`src/rtl/mundo_pkg.sv`:
```
// ---------------------------------------------------------------------------
// mundo_pkg
// Shared types and constants for the mundo unlock-code detector.
//   mundo_st_t        : detector FSM states (IDLE, ARM, LOCKED)
//   ENC_IDLE/ARM/LOCK : legacy 2-bit encodings of those states
//   idxWidth()        : width of a pattern index for n patterns (min 1)
// ---------------------------------------------------------------------------
package mundo_pkg;

   typedef enum logic [1:0] {
      ST_IDLE   = 2'd0,
      ST_ARM    = 2'd1,
      ST_LOCKED = 2'd2
   } mundo_st_t;

   localparam logic [1:0] ENC_IDLE   = ST_IDLE;
   localparam logic [1:0] ENC_ARM    = ST_ARM;
   localparam logic [1:0] ENC_LOCKED = ST_LOCKED;

   // A single pattern still needs a one-bit index so ports never collapse to zero width
   function automatic int idxWidth(input int n);
      return (n > 1) ? $clog2(n) : 1;
   endfunction

endpackage

```
`src/rtl/mundo_match_seq_if.sv`:
```
// ---------------------------------------------------------------------------
// mundo_match_seq_if
// Bundles the switch-word inputs and the detector status outputs.
//   op       : 1 = operation mode (matching disabled)
//   data     : W-bit switch word
//   clr      : synchronous clear of lock/arm state
//   set      : sticky "code accepted"
//   hit_idx  : accepted / candidate pattern index
//   hit_pls  : one-cycle pulse on lock
//   arming   : high while a candidate is being held
// Modports: master drives op/data/clr, slave (the detector) drives the status.
// ---------------------------------------------------------------------------
interface mundo_match_seq_if
   import mundo_pkg::*;
#(
   parameter int W  = 18,
   parameter int IW = idxWidth(2)
);

   logic          op;
   logic [W-1:0]  data;
   logic          clr;
   logic          set;
   logic [IW-1:0] hit_idx;
   logic          hit_pls;
   logic          arming;

   modport master (
      output op, data, clr,
      input  set, hit_idx, hit_pls, arming
   );

   modport slave (
      input  op, data, clr,
      output set, hit_idx, hit_pls, arming
   );

endinterface

```
`src/rtl/pattern_cmp.sv`:
```
// ---------------------------------------------------------------------------
// pattern_cmp
// Compares one data word against one constant pattern.
//   data : word under test (W bits)
//   pat  : pattern (W bits)
//   mask : care mask, 1 = compare this bit (W bits)
//   eq   : 1 when data matches pat
// Build option MATCH_MASK_EN: when defined, masked-out bits are don't-care;
// otherwise the compare is exact and the mask is expected tied to all ones.
// ---------------------------------------------------------------------------
module pattern_cmp
   import mundo_pkg::*;
#(
   parameter int W = 18
)(
   input  logic [W-1:0] data,
   input  logic [W-1:0] pat,
   input  logic [W-1:0] mask,
   output logic         eq
);

`ifdef MATCH_MASK_EN
   // Only bits with a 1 in the mask take part in the compare
   assign eq = (((data ^ pat) & mask) == '0);
`else
   // Exact compare; the mask is tied to all ones so the AND reduces to a constant
   assign eq = (data == pat) && (&mask);
`endif

endmodule

```
`src/rtl/mundo_match_seq.sv`:
```
// ---------------------------------------------------------------------------
// mundo_match_seq
// Registered unlock-code detector: a pattern must match for HOLD consecutive
// clocks (with op low) before the sticky 'set' output rises.
// Ports:
//   clk   : system clock, rising edge
//   rst_n : asynchronous active-low reset
//   bus   : mundo_match_seq_if.slave (op, data, clr in; set, hit_idx,
//           hit_pls, arming out)
// Parameters: W, NPAT, HOLD, PATS (pattern k = PATS[k*W +: W]), MASKS.
// Build option MATCH_MASK_EN: enables per-pattern don't-care masks (MASKS);
// without it the compare is exact and MASKS is ignored.
// ---------------------------------------------------------------------------
module mundo_match_seq
   import mundo_pkg::*;
#(
   parameter int               W     = 18,
   parameter int               NPAT  = 2,
   parameter int               HOLD  = 4,
   parameter logic [NPAT*W-1:0] PATS  = {18'h3FFFF, 18'h29820},
   parameter logic [NPAT*W-1:0] MASKS = {NPAT*W{1'b1}}
)(
   input logic             clk,
   input logic             rst_n,
   mundo_match_seq_if.slave bus
);

   localparam int IW = idxWidth(NPAT);
   localparam int CW = $clog2(HOLD + 1);

   logic [NPAT*W-1:0] maskVec;
   logic [NPAT-1:0]   eqVec;
   logic [NPAT-1:0]   matchVec;
   logic              anyMatch;
   logic [IW-1:0]     candIdx;
   logic              holdMatch;

   logic [1:0]        state_q,   state_d;
   logic [CW-1:0]     holdCnt_q, holdCnt_d;
   logic              set_q,     set_d;
   logic [IW-1:0]     hitIdx_q,  hitIdx_d;
   logic              hitPls_q,  hitPls_d;
   logic              arming_q,  arming_d;

`ifdef MATCH_MASK_EN
   assign maskVec = MASKS;
`else
   // OR with all ones keeps every mask bit set whatever MASKS holds
   assign maskVec = MASKS | {NPAT*W{1'b1}};
`endif

   // One comparator per pattern
   for (genvar k = 0; k < NPAT; k++) begin : g_cmp
      pattern_cmp #(.W(W)) u_cmp (
         .data (bus.data),
         .pat  (PATS[k*W +: W]),
         .mask (maskVec[k*W +: W]),
         .eq   (eqVec[k])
      );
   end

   assign matchVec = {NPAT{~bus.op}} & eqVec;
   assign anyMatch = |matchVec;

   // Fixed-priority encoder: scanning downwards lets the lowest index win.
   // Also looks up whether the pattern currently being held still matches.
   always_comb begin
      candIdx   = '0;
      holdMatch = 1'b0;
      for (int k = NPAT - 1; k >= 0; k--) begin
         if (matchVec[k]) begin
            candIdx = IW'(k);
         end
      end
      for (int k = 0; k < NPAT; k++) begin
         if (hitIdx_q == IW'(k)) begin
            holdMatch = matchVec[k];
         end
      end
   end

   // Next-state logic for the IDLE/ARM/LOCKED detector; clr overrides everything
   always_comb begin
      state_d   = state_q;
      holdCnt_d = holdCnt_q;
      set_d     = set_q;
      hitIdx_d  = hitIdx_q;
      hitPls_d  = 1'b0;
      if (bus.clr) begin
         state_d   = ENC_IDLE;
         holdCnt_d = '0;
         set_d     = 1'b0;
      end else begin
         case (state_q)
            ENC_IDLE: begin
               if (anyMatch) begin
                  hitIdx_d = candIdx;
                  if (HOLD == 1) begin
                     state_d  = ENC_LOCKED;
                     set_d    = 1'b1;
                     hitPls_d = 1'b1;
                  end else begin
                     state_d   = ENC_ARM;
                     holdCnt_d = CW'(1);
                  end
               end
            end
            ENC_ARM: begin
               if (holdMatch) begin
                  if (holdCnt_q == CW'(HOLD - 1)) begin
                     state_d   = ENC_LOCKED;
                     holdCnt_d = '0;
                     set_d     = 1'b1;
                     hitPls_d  = 1'b1;
                  end else begin
                     holdCnt_d = holdCnt_q + CW'(1);
                  end
               end else if (anyMatch) begin
                  holdCnt_d = CW'(1);
                  hitIdx_d  = candIdx;
               end else begin
                  state_d   = ENC_IDLE;
                  holdCnt_d = '0;
               end
            end
            ENC_LOCKED: begin
               state_d = ENC_LOCKED;
            end
            default: begin
               state_d   = ENC_IDLE;
               holdCnt_d = '0;
               set_d     = 1'b0;
            end
         endcase
      end
      arming_d = (state_d == ENC_ARM);
   end

   // State and output registers
   always_ff @(posedge clk or negedge rst_n) begin
      if (!rst_n) begin
         state_q   <= ENC_IDLE;
         holdCnt_q <= '0;
         set_q     <= 1'b0;
         hitIdx_q  <= '0;
         hitPls_q  <= 1'b0;
         arming_q  <= 1'b0;
      end else begin
         state_q   <= state_d;
         holdCnt_q <= holdCnt_d;
         set_q     <= set_d;
         hitIdx_q  <= hitIdx_d;
         hitPls_q  <= hitPls_d;
         arming_q  <= arming_d;
      end
   end

   assign bus.set     = set_q;
   assign bus.hit_idx = hitIdx_q;
   assign bus.hit_pls = hitPls_q;
   assign bus.arming  = arming_q;

endmodule
```
`src/flat_wrapper.sv`:
```
// flat-port wrapper written by rule: the top's interface ports become plain ports
module mundo_match_seq_flat import mundo_pkg::*;
#(
   parameter int               W     = 18,
   parameter int               NPAT  = 2,
   parameter int               HOLD  = 4,
   parameter logic [NPAT*W-1:0] PATS  = {18'h3FFFF, 18'h29820},
   parameter logic [NPAT*W-1:0] MASKS = {NPAT*W{1'b1}}
)
  (clk, rst_n, bus_op, bus_data, bus_clr, bus_set, bus_hit_idx, bus_hit_pls, bus_arming);
  mundo_match_seq_if #(.W(W)) bus_i ();
  input logic clk;
  input logic rst_n;
  input wire logic [$bits(bus_i.op)-1:0] bus_op;
  input wire logic [$bits(bus_i.data)-1:0] bus_data;
  input wire logic [$bits(bus_i.clr)-1:0] bus_clr;
  output wire logic [$bits(bus_i.set)-1:0] bus_set;
  output wire logic [$bits(bus_i.hit_idx)-1:0] bus_hit_idx;
  output wire logic [$bits(bus_i.hit_pls)-1:0] bus_hit_pls;
  output wire logic [$bits(bus_i.arming)-1:0] bus_arming;
  assign bus_i.op = bus_op;
  assign bus_i.data = bus_data;
  assign bus_i.clr = bus_clr;
  assign bus_set = bus_i.set;
  assign bus_hit_idx = bus_i.hit_idx;
  assign bus_hit_pls = bus_i.hit_pls;
  assign bus_arming = bus_i.arming;
  mundo_match_seq #(.W(W), .NPAT(NPAT), .HOLD(HOLD), .PATS(PATS), .MASKS(MASKS)) u_core (.clk(clk), .rst_n(rst_n), .bus(bus_i));
endmodule
```
`config.mk`:
```
export PLATFORM = sky130hd
export DESIGN_NAME = mundo_match_seq_flat
export DESIGN_NICKNAME = d
export VERILOG_FILES = /design/src/rtl/mundo_pkg.sv /design/src/rtl/mundo_match_seq_if.sv /design/src/rtl/pattern_cmp.sv /design/src/rtl/mundo_match_seq.sv /design/src/flat_wrapper.sv
export SDC_FILE = /design/constraint.sdc
export NUM_CORES = 1
export LEC_CHECK = 0
export CORE_AREA = 10 10 47 49
export CTS_CLUSTER_SIZE = 40
export DETAILED_ROUTE_END_ITERATION = 10
export DIE_AREA = 0 0 57 59
export DONT_BUFFER_PORTS = 1
export HOLD_SLACK_MARGIN = 0.06
export PLACE_DENSITY = 0.56
export SYNTH_ARGS = -nofsm -noshare
export SYNTH_HDL_FRONTEND = slang
export SYNTH_SLANG_ARGS = --single-unit
```
`constraint.sdc`:
```
create_clock -name clk -period 1.5 [get_ports clk]
set_clock_uncertainty 0.2 [all_clocks]
set_input_delay 0.15 -clock clk [delete_from_list [all_inputs] [get_ports clk]]
set_output_delay 0.15 -clock clk [all_outputs]
set_load 0.05 [all_outputs]
```
Word-level counts from Yosys, hierarchy flattened:

Index checks and enable logic that the tools add are counted.

* register bits after elaboration: 9
* input bits: 22
* logic and storage cells: 55

* $add $sub $neg: 1
* equal/unequal tests: 12
* muxes and demuxes: 26
* bitwise operators: 3
* reduce and logical (&&, ||, !) cells: 7

Operators by type and width (number)
* 18-bit equality test, second input constant: 2
* 1-bit 2-to-1 mux: 13
* 3-bit 2-to-1 mux: 4
* 2-bit 2-to-1 mux: 5
* 3-bit by 2-bit != test with 1-bit output, second input constant: 3
* 3-bit one-hot mux with 3 select lines: 1
* 2-bit one-hot mux with 3 select lines: 1
* 3-bit AND reduction: 2
* 2-bit by 1-bit equality test with 1-bit output, second input constant: 2
* 2-bit != test, second input constant: 2
* 1-bit one-hot mux with 2 select lines: 2
* 2-bit OR reduction: 2
* 3-bit by 1-bit adder with 3-bit output, second input constant: 1
* 3-bit by 2-bit equality test with 1-bit output, second input constant: 1
* 2-bit AND: 1
* 2-bit equality test, second input constant: 1
* 2-bit zero test: 1
* 2-bit by 1-bit != test with 1-bit output, second input constant: 1
* 1-bit NOT: 2
* 2-bit AND reduction: 1
* 2-bit nonzero test: 1

Depth between registers and ports, before layout:

Gate-level depths: netlist (run 1).

* depth after elaboration: 8
* depth in mapped cells: 5
* depth with buffers taken out: 5

Modules after synthesis:

A second synthesis (run 1) with hierarchy kept.

* cell total of the unflattened synthesis: 103
* area, all modules: 952.2 um^2

Modules (own cells, without submodules)
* pattern_cmp: times used 2, cells an instance 31, area an instance 261.5 um^2
* mundo_match_seq: times used 1, cells an instance 41, area an instance 429.2 um^2

Worst setup path after synthesis (run 1):

No wires, ideal clock.

* kind: reg-to-reg
* from: register u_core.hitIdx_q, in the netlist u_core.bus.hit_idx
* to: register u_core.state_q[1]
* library setup time: 0.066 ns
* arrival: 1.430 ns
* setup slack: -0.196 ns
* cell stages (with the launch flop): 4
* period minus slack after synthesis: 1.696 ns
* cell sequence: dfrtp_1 > or3_4 > a211oi_4 > a22o_1

* cells in the longest elaborated chain, start to end: 4

RTL lines
* from (decl): line mundo_match_seq.sv:41 `logic [IW-1:0] hitIdx_q, hitIdx_d;`
* from (signal assigned): line mundo_match_seq.sv:152 `hitIdx_q <= hitIdx_d;`
* 1-bit 2-to-1 mux: line mundo_match_seq.sv:76 `if (hitIdx_q == IW'(k)) begin`
* 2-bit 2-to-1 mux: line mundo_match_seq.sv:109 `if (holdMatch) begin`
* 2-bit one-hot mux with 3 select lines: line mundo_match_seq.sv:94 `case (state_q)`
* 2-bit 2-to-1 mux: line mundo_match_seq.sv:89 `if (bus.clr) begin`
* named net u_core.state_d[1]: line mundo_match_seq.sv:38 `logic [1:0] state_q, state_d;`
* to (signal assigned): line mundo_match_seq.sv:149 `state_q <= state_d;`
* to (decl): line mundo_match_seq.sv:38

The timed path passes the listed nets, and every way through them passes these cells.
A chain may end at the register's enable or synchronous reset.

Worst setup path in the final report (run 1):

Ends and elaborated chain as after synthesis.

==> run_results.csv, run 1 <==
group,metric,value,unit
status,status,"finished, violations left",
status,violations,"hold timing, setup timing",
layout,synthToLayoutAreaGrowth,32.1,%
synth,yosysTopAreaCellShare,42.5,%
worst_setup_path,path_class,"reg -> reg",
synth,synthTopCellsByCount,"dfrtp_1, nor2_1, a21oi_1, nand3_1, nor4_1",
cts,cts_max_level,1,
die,start_util,37.9,%
die,io_pins,26,
worst_setup_path,critPathRequiredTime,1.51,ns
detailed_routing,drtIter0Drc,3,
power_and_ir_drop,p_int,355,µW
synth,synth_edf_count,0,
placed_design,dp_slack,-0.218,ns
synth,ys_seq_area_share,42.5,%
layout,final_core_util,50.0,%
die,die_w,57,µm
worst_setup_path,cpPeakStageDelay,0.40,ns
power_and_ir_drop,pwr_density_cell,651,nW/µm²
worst_setup_path,reg2reg_depth,3,
cts,holdBufCountCts,2,
power_and_ir_drop,p_leak,0.000301,µW
layout,stdcell_count,91,
worst_setup_path,crit_arrival,1.51,ns
worst_setup_path,end_kind,"flop",
layout,nNetsFinal,99,
job,cap_violations,0,
worst_setup_path,worstPathCellList,"or3_4 -> a211oi_4 -> a22o_1",
cts,clk_pin_slew_worst_paths,0.06,ns
layout,drive_gt1_share,29.3,%
sta,maxSlewViolCount,0,
synth,synth_seq_cells,9,
cts,numCtsBuffers,3,
power_and_ir_drop,share_comb_of_total_power,4.7,%
global_routing,grt_pass1_wl,2480,µm
placed_design,place_hpwl,1230,µm
detailed_routing,drc,0,
detailed_routing,firstDrtPassIters,2,
detailed_routing,wl,1440,µm
placed_design,place.port_buffers,0,
cts,clock_latency,0.27,ns
die,die_area,3360,µm²
synth,async_reset_ff_share,100,%
synth,syn-num-nets,81,
sta,fin_crit_sh,101,%
sta,hold-worst-slack,-0.206,ns
placed_design,gp_congestion,0.755,
power_and_ir_drop,p_seq_share,53.2,%
worst_setup_path,crit_slowest_cell,"dfrtp_2",
power_and_ir_drop,vdd_drop_max,0.424,mV
die,fp-row-count,14,
sta,fin_crit,1.51,ns
synth,yosysWarnings,0,
sta,setup_ws,-0.00804,ns
sta,maxSlewHeadroom,70.3,%
detailed_routing,antenna_left,0,
worst_setup_path,critPathBufInv,0,
synth,netlist_instances,58,
global_routing,grt_max_degree,10,
synth,avgSynthCellArea,9.15,µm²
synth,synth_top_cell_by_area,"dfrtp_1",
global_routing,grt_pass1_vias,556,
sta,rsz0062_at_grt,"yes",
power_and_ir_drop,p_sw,101,µW
sta,fmax,663,MHz
min_path,min_path_type,"in -> reg",
synth,syn_area,531,µm²
power_and_ir_drop,clockPowerShare,42.1,%
synth,ys.flop_type,"dfrtp_1",
cts,clock-root-buffer,"clkbuf_4",
power_and_ir_drop,switching_share,22.2,%
die,fp.dieH,59,µm
synth,synth_area_leaders,"dfrtp_1, nor4_1, a21oi_1",
min_path,hold_depth,1,
detailed_routing,wl_per_cell,15.9,µm
cts,cts_tree,"built",
synth,yosysMostFrequentCell,"dfrtp_1",
detailed_routing,vias_per_cell,5.69,
detailed_routing,dr_total_vias,518,
sta,final-setup-viol-count,1,
worst_setup_path,cp_max_fo,4,
sta,worst_slew_pin_slew,0.446,ns
global_routing,grt_overflow,0,
sta,hold_viol_final,3,
worst_setup_path,crit_cells,3,
global_routing,antenna_found_initial,0,
worst_setup_path,critPathTopFamily,"compound AO/OA/AOI/OAI gates",
placed_design,placedCellCount,84,
global_routing,track_usage,9.17,%
synth,synthDistinctLibCells,21,
cts,ctsLongestPathBuffers,2,
cts,cts.sinks,9,
worst_setup_path,start_kind,"flop",
layout,antenna_cells,0,
die,core-area,1400,µm²
metal layers:
layer	global-route usage [%]	vias up	routed length, µm
met2	16.9	9	810
met3	3.22	4	68
met5	0	-	0
met4	5.03	0	23
met1	8.67	249	541
li1	-	256	-
per-stage QoR:
| step | setup TNS [ns] | cell area, µm² | total power (µW) |
|---|---|---|---|
| 3_3_place_gp | -1.34 | 633 | 261 |
| 3_5_place_dp | -1.43 | 633 | 262 |
| 2_1_floorplan | -0.390 | 538 | 260 |
| 5_1_grt | -0.401 | 701 | 478 |
| 6_report | -0.00804 | 701 | 456 |
| 4_1_cts | -0.0412 | 692 | 464 |
path summary, 6_finish.rpt:
kind,start,to,slack [ns]
worst max-delay path,u_core.bus.hit_idx,u_core.state_q[1],-0.008
worst min-delay path,bus_clr,u_core.holdCnt_q[0],-0.21
worst max register to register,u_core.bus.hit_idx,u_core.state_q[1],-0.008
worst min register to register,u_core.bus.set,u_core.bus.set,0.29
max in group asynchronous,rst_n,u_core.bus.hit_idx,0.74
min in group asynchronous,rst_n,u_core.holdCnt_q[2],0.05
flip-flops by register name (all words and copies together) (netlist names):
register            count
u_core.bus.arming       1
u_core.bus.set          1
u_core.state_q          2
u_core.bus.hit_pls      1
u_core.bus.hit_idx      1
u_core.holdCnt_q        3
area by class of cell:
type,instances,area (µm²)
multi-input cells,47,318
fillers,150,701
inverters,2,7.51
repair buffers,13,103
well taps,16,20.0
clock buffers,4,26.3
flip-flops and latches,9,226
layout by cell type (no fill, tap or decap), types with 2 or more instances in the layout:
cell           instances
a21oi_1                6
a32o_1                 2
buf_4                 11
clkbuf_4               3
dfrtp_1                8
dlygate4sd3_1          2
inv_1                  2
nand2_1                3
nand3_1                6
nand4_1                3
nor2_1                 8
nor2b_1                2
nor4_1                 4
power by group through the flow:
stage	combinational (µW)	clock (µW)	sequential [µW]
6_report	21.7	192	243
5_1_grt	25.1	210	242
4_1_cts	22.2	199	243
3_5_place_dp	14.7	0	247
3_3_place_gp	14.2	0	247
2_1_floorplan	12.5	0	247
repair_timing:
action                                  in CTS  in global routing
endpoints found under the setup margin       5                  9
hold endpoints to repair                    18                  7
setup buffers                                1                  0
gates resized for setup                      1                  2
pin swaps                                    3                  1
kinds of logic after synthesis:
logic type | count (synthesis) | synth area share (%)
AOI/OAI and AO/OA | 14 | 20.5
DFF | 9 | 42.5
adders and majority gates | 1 | 2.36
buffers and inverters | 2 | 1.42
and+or+nand+nor | 32 | 33.3
(Power assumes the default switching activity.)
==> inputs of run 2 (changes only) <==
- REMOVE_ABC_BUFFERS: default -> 1
==> run 2 against run 1 <==
The flow still finishes with violations (hold timing, setup timing). Highest routed layer is now met3. Routed wire length up 4.3%. Critical endpoint unchanged. Sequential share of layout area fell by 2.0 points. Largest power group unchanged. Critical path depth is the same. Setup slack gained 0.0042 ns.
==> run_results.csv, run 2 (synthesis results as in run 1) <==
group,metric,value,unit
status,status,"finished, violations left",
status,violations,"hold timing, setup timing",
cts,cts.sinks,9,
sta,final-setup-viol-count,1,
global_routing,track_usage,8.83,%
sta,maxSlewHeadroom,70.0,%
placed_design,place_hpwl,1170,µm
cts,clk_pin_slew_worst_paths,0.06,ns
worst_setup_path,reg2reg_depth,3,
sta,rsz0062_at_grt,"yes",
layout,finalInstanceArea,742,µm²
worst_setup_path,cp_max_fo,4,
placed_design,gp_congestion,0.756,
sta,finalSetupTns,-0.00381,ns
placed_design,place.port_buffers,0,
min_path,hold_depth,2,
min_path,worstHoldStart,"bus_data[0]",
layout,stdcell_count,93,
layout,drive_gt1_share,35.1,%
die,io_pins,26,
placed_design,place_area,633,µm²
cts,ctsLongestPathBuffers,2,
sta,worst_slew_pin_slew,0.451,ns
global_routing,grt_overflow,0,
sta,maxSlewViolCount,0,
global_routing,antenna_found_initial,0,
sta,fmax,665,MHz
cts,clock-root-buffer,"clkbuf_4",
power_and_ir_drop,pwr_density_cell,610,nW/µm²
worst_setup_path,start_kind,"flop",
die,die_w,57,µm
sta,setup_ws,-0.00381,ns
die,fp.dieH,59,µm
power_and_ir_drop,vdd_drop_max,0.509,mV
sta,fin_crit,1.50,ns
sta,fin_crit_sh,100,%
die,core-area,1400,µm²
layout,top_regs,"u_core.holdCnt_q (3), u_core.state_q (2)",
placed_design,dp_slack,-0.210,ns
layout,final_common_cell,"buf_4",
cts,numCtsBuffers,3,
worst_setup_path,reg2reg_slack,-0.004,ns
cts,cts_max_level,1,
min_path,holdPathEnd,"u_core.bus.hit_idx",
global_routing,grt_max_degree,10,
detailed_routing,drtIter0Drc,26,
detailed_routing,drc,0,
detailed_routing,antenna_left,0,
die,die_area,3360,µm²
worst_setup_path,crit_arrival,1.50,ns
sta,hold-worst-slack,-0.109,ns
global_routing,grt_pass1_wl,2370,µm
detailed_routing,wl_per_cell,16.2,µm
worst_setup_path,critPathTopFamily,"compound AO/OA/AOI/OAI gates",
layout,nFillCells,134,
cts,holdBufCountCts,2,
cts,clock_latency,0.25,ns
worst_setup_path,r2r_end,"u_core.state_q[1]",
detailed_routing,vias_per_cell,5.76,
layout,nNetsFinal,101,
global_routing,grt_pass1_vias,560,
worst_setup_path,path_class,"reg -> reg",
placed_design,placedCellCount,85,
detailed_routing,dr_total_vias,536,
worst_setup_path,end_kind,"flop",
layout,multiInputGateArea,345,µm²
min_path,min_path_type,"in -> reg",
worst_setup_path,crit_path_start,"u_core.bus.hit_idx",
worst_setup_path,worstPathCellList,"or3_4 -> a211oi_4 -> a22o_1",
die,fp-row-count,14,
layout,top_register,"u_core.holdCnt_q",
cts,cts_tree,"built",
power_and_ir_drop,p_leak,0.000307,µW
worst_setup_path,crit_slowest_cell,"or3_4",
job,cap_violations,0,
layout,largest_reg_flops,3,
layout,layout_common_cells,"buf_4, dfrtp_1, nor2_1",
layout,antenna_cells,0,
worst_setup_path,r2r-start,"u_core.bus.hit_idx",
worst_setup_path,critPathRequiredTime,1.50,ns
layout,ff_latch_area,225,µm²
worst_setup_path,cpPeakStageDelay,0.40,ns
layout,synthToLayoutAreaGrowth,39.9,%
detailed_routing,firstDrtPassIters,6,
sta,hold_viol_final,1,
worst_setup_path,critPathBufInv,0,
die,start_util,37.9,%
detailed_routing,wl,1510,µm
==> run 2: changes by cell type in the layout (fill, tap and decap cells not counted), sizes merged <==
cell,delta
buf,+2
==> run 2: worst register-to-register path, cell delays in order (launching register included) <==
cell and delay, ns:
dfrtp_1 0.38, or3_4 0.40, a211oi_4 0.28, a22o_1 0.18
==> run 2: worst max path at each step <==
stage,cells past startpoint,endpoint,slack [ns]
after floorplan,3,u_core.state_q[1],-0.20
after global placement,5,u_core.state_q[1],-0.20
after global routing,3,u_core.state_q[1],-0.07
after CTS,4,u_core.state_q[1],-0.02
final,3,u_core.state_q[1],-0.004
after detailed placement,5,u_core.state_q[1],-0.21
==> run 2: per-stage QoR <==
step                utilization, %  power (µW)
floorplan                        -         259
global placement              45.2         262
detailed placement            45.2         263
CTS                           49.5         460
global route                  52.9         479
finish                        52.9         452
==> run 2: area by class of cell <==
cell class / instances / share of cell area, %
Multi-Input combinational cell: 47 / 46.5
Timing Repair Buffer: 15 / 15.9
Tap cell: 16 / 2.70
Inverter: 2 / 1.01
Sequential cell: 9 / 30.4
Clock buffer: 4 / 3.54
==> run 2: what timing repair did <==
item | 4_1_cts | 5_1_grt
pin swaps | 4 | 5
endpoints found under the hold margin | 17 | 4
endpoints found under the setup margin | 5 | 9
setup buffers | 1 | 1
gates resized for setup | 1 | 9
==> run 2: power by group <==
group          leakage [µW]  internal (µW)  switching [µW]
logic              0.000166           12.4            14.7
clock network     0.0000150            102            80.1
registers          0.000126            243         0.00216
total              0.000307            357            94.8
==> run 2: per-layer routing <==
| metal | wire length, µm | part of all wire [%] | GRT usage (%) |
|---|---|---|---|
| met3 | 118 | 7.8 | 4.94 |
| met1 | 552 | 37 | 8.34 |
| met2 | 835 | 55 | 15.3 |
| met4 | 0 | 0 | 4.03 |
| met5 | 0 | 0 | 0 |
==> inputs of run 3 (changes only) <==
- ABC_AREA: default -> 1
- CORE_AREA: 10 10 47 49 -> default
- CORE_ASPECT_RATIO: default -> 1.4
- CORE_MARGIN: default -> 10
- CORE_UTILIZATION: default -> 50
- DIE_AREA: 0 0 57 59 -> default
- PLACE_DENSITY: 0.56 -> 0.68
- SYNTH_HIERARCHICAL: default -> 1
==> run 3 against run 2 <==
The flow now finishes without violations. Global-route usage increased by 2.0 points. Total power increased by 39%. Sequential share of layout area decreased by 18 points. Sequential cell count unchanged. Clock power about the same. Final cell count increased to 4.3 times the previous value. Fmax increased by 14%. Clock-buffer cell count unchanged.
==> run_results.csv, run 3 <==
group,metric,value,unit
layout,nNetsFinal,391,
die,fp-row-count,22,
power_and_ir_drop,p_total,627,µW
placed_design,gp_congestion,0.848,
job,cap_violations,0,
synth,avgSynthCellArea,5.09,µm²
synth,synth_edf_count,0,
sta,hold-worst-slack,0.219,ns
die,start_util,51.9,%
synth,synth_top_cell_by_area,"nand2_1",
cts,clk_pin_slew_worst_paths,0.06,ns
detailed_routing,antenna_left,0,
synth,yosysMostFrequentCell,"nand2_1",
global_routing,grt_pass1_vias,1294,
synth,syn_area,1340,µm²
sta,fmax,758,MHz
worst_setup_path,end_kind,"flop",
synth,ys.flop_type,"dfrtp_1",
die,fp.dieH,81.3,µm
die,die_w,63.8,µm
cts,cts_max_level,1,
layout,layout_common_cells,"nand2_1, conb_1, inv_1",
detailed_routing,wl_per_cell,6.22,µm
detailed_routing,firstDrtPassIters,4,
sta,setup_ws,0.180,ns
layout,antenna_cells,0,
placed_design,place.port_buffers,0,
layout,synthToLayoutAreaGrowth,35.9,%
layout,ff_latch_area,225,µm²
synth,yosysWarnings,6,
layout,drive_gt1_share,8.17,%
die,core-area,2590,µm²
cts,cts_tree,"built",
min_path,min_path_type,"in -> reg",
cts,cts.sinks,9,
worst_setup_path,crit_arrival,1.32,ns
synth,synth_seq_cells,9,
layout,top_regs,"u_core/holdCnt_q (3), u_core/state_q (2)",
power_and_ir_drop,vdd_drop_max,0.242,mV
global_routing,grt_max_degree,10,
layout,multiInputGateArea,1220,µm²
synth,netlist_instances,264,
detailed_routing,dr_total_vias,1423,
cts,clock-root-buffer,"clkbuf_4",
placed_design,place_hpwl,2320,µm
layout,top_register,"u_core/holdCnt_q",
layout,nFillCells,278,
synth,synth_area_leaders,"nand2_1, inv_1, dfrtp_1",
sta,fin_crit_sh,88.0,%
placed_design,dp_slack,-0.0508,ns
cts,cts_setup_buffers,0,
worst_setup_path,cp_max_fo,5,
worst_setup_path,path_class,"in -> reg",
sta,fin_crit,1.32,ns
global_routing,track_usage,10.8,%
power_and_ir_drop,p_leak,0.00132,µW
synth,yosysTopAreaCellShare,29.4,%
power_and_ir_drop,pwr_density_cell,344,nW/µm²
layout,final_common_cell,"nand2_1",
layout,largest_reg_flops,3,
synth,ys_seq_area_share,16.8,%
global_routing,grt_overflow,0,
layout,final_core_util,70.5,%
sta,maxSlewViolCount,0,
global_routing,antenna_found_initial,0,
cts,clock_latency,0.26,ns
cts,numCtsBuffers,3,
status,status,"finished clean",
worst_setup_path,start_kind,"primary input",
synth,synthTopCellsByCount,"nand2_1, inv_1, nor2_1",
synth,synthDistinctLibCells,21,
die,io_pins,26,
synth,async_reset_ff_share,100,%
cts,ctsLongestPathBuffers,2,
detailed_routing,vias_per_cell,3.53,
detailed_routing,wl,2510,µm
sta,hold_viol_final,0,
detailed_routing,drc,0,
global_routing,grt_pass1_wl,4870,µm
detailed_routing,drtIter0Drc,25,
worst_setup_path,critPathRequiredTime,1.50,ns
sta,final-setup-viol-count,0,
die,die_area,5190,µm²
[run 3: changes by cell type in the layout (fill, tap and decap cells not counted), moves of 4 or more]
cell     before  now
nand2_1       3  105
conb_1        0   94
inv_1         1   63
nor2_1        8   26
buf_4        13    3
nor2_2        0    9
or2_2         0    8
xnor2_1       0    8
nand3_1       6   12
nand2_2       0    4
nor4_1        4    0
or2_0         0    4
[run 3: cell families after synthesis]
kind of cell,share of synthesized area [%]
xor gates and xnor gates,5.22
buffers and inverters,17.9
and+or+nand+nor,54.8
DFF,16.8
adders and majority gates,0.932
AOI/OAI and AO/OA,3.82
other,0.559
[run 3: power breakdown]
group          internal, µW  switching (µW)
clock network           102            82.4
logic                  84.2             115
registers               243    0.0000000106
total                   429             198
[run 3: worst paths after layout]
check | cells past startpoint | slack (ns) | end | startpoint
max in group asynchronous | 2 | 0.23 | u_core/bus.hit_idx | rst_n
worst max register to register | 5 | 0.20 | u_core/state_q[1] | u_core/holdCnt_q[0]
worst min register to register | 2 | 0.30 | u_core/bus.set | u_core/bus.set
worst min-delay path | 8 | 0.22 | u_core/bus.hit_idx | bus_data[2]
worst max-delay path | 6 | 0.18 | u_core/holdCnt_q[0] | bus_clr
min in group asynchronous | 2 | 0.59 | u_core/state_q[0] | rst_n
[run 3: area by class of cell]
type	instances	area share, %
timing repair buffer	7	3.43
multi-input combinational	283	67.1
inverter	64	13.2
tap	36	2.47
clock buffer	4	1.44
sequential	9	12.3
[run 3: what timing repair did]
action                     4_1_cts  5_1_grt
hold buffers                     4        0
hold endpoints to repair        18        0
setup endpoints to repair        0        1
resized for setup                0        1
[run 3: critical path, stage by stage]
cell and delay, ns:
dlygate4sd3_1 0.64, nor2_1 0.23, nand2_1 0.12, inv_1 0.08, nand2_1 0.05, nand2_1 0.06
[run 3: per-layer routing]
metal,global-route usage (%),routed length [µm],vias to the layer above
li1,-,-,872
met1,11.8,1120,527
met2,20.5,1210,21
met3,2.48,161,3
met4,2.63,14,0
met5,0,0,-
[run 3: through the flow]
stage               std cells  TNS [ns]  area, µm²
floorplan                 356         0       1690
global placement          395    -0.159       1760
detailed placement        395    -0.175       1760
CTS                       403         0       1820
global route              403  -0.00271       1820
finish                    403         0       1820
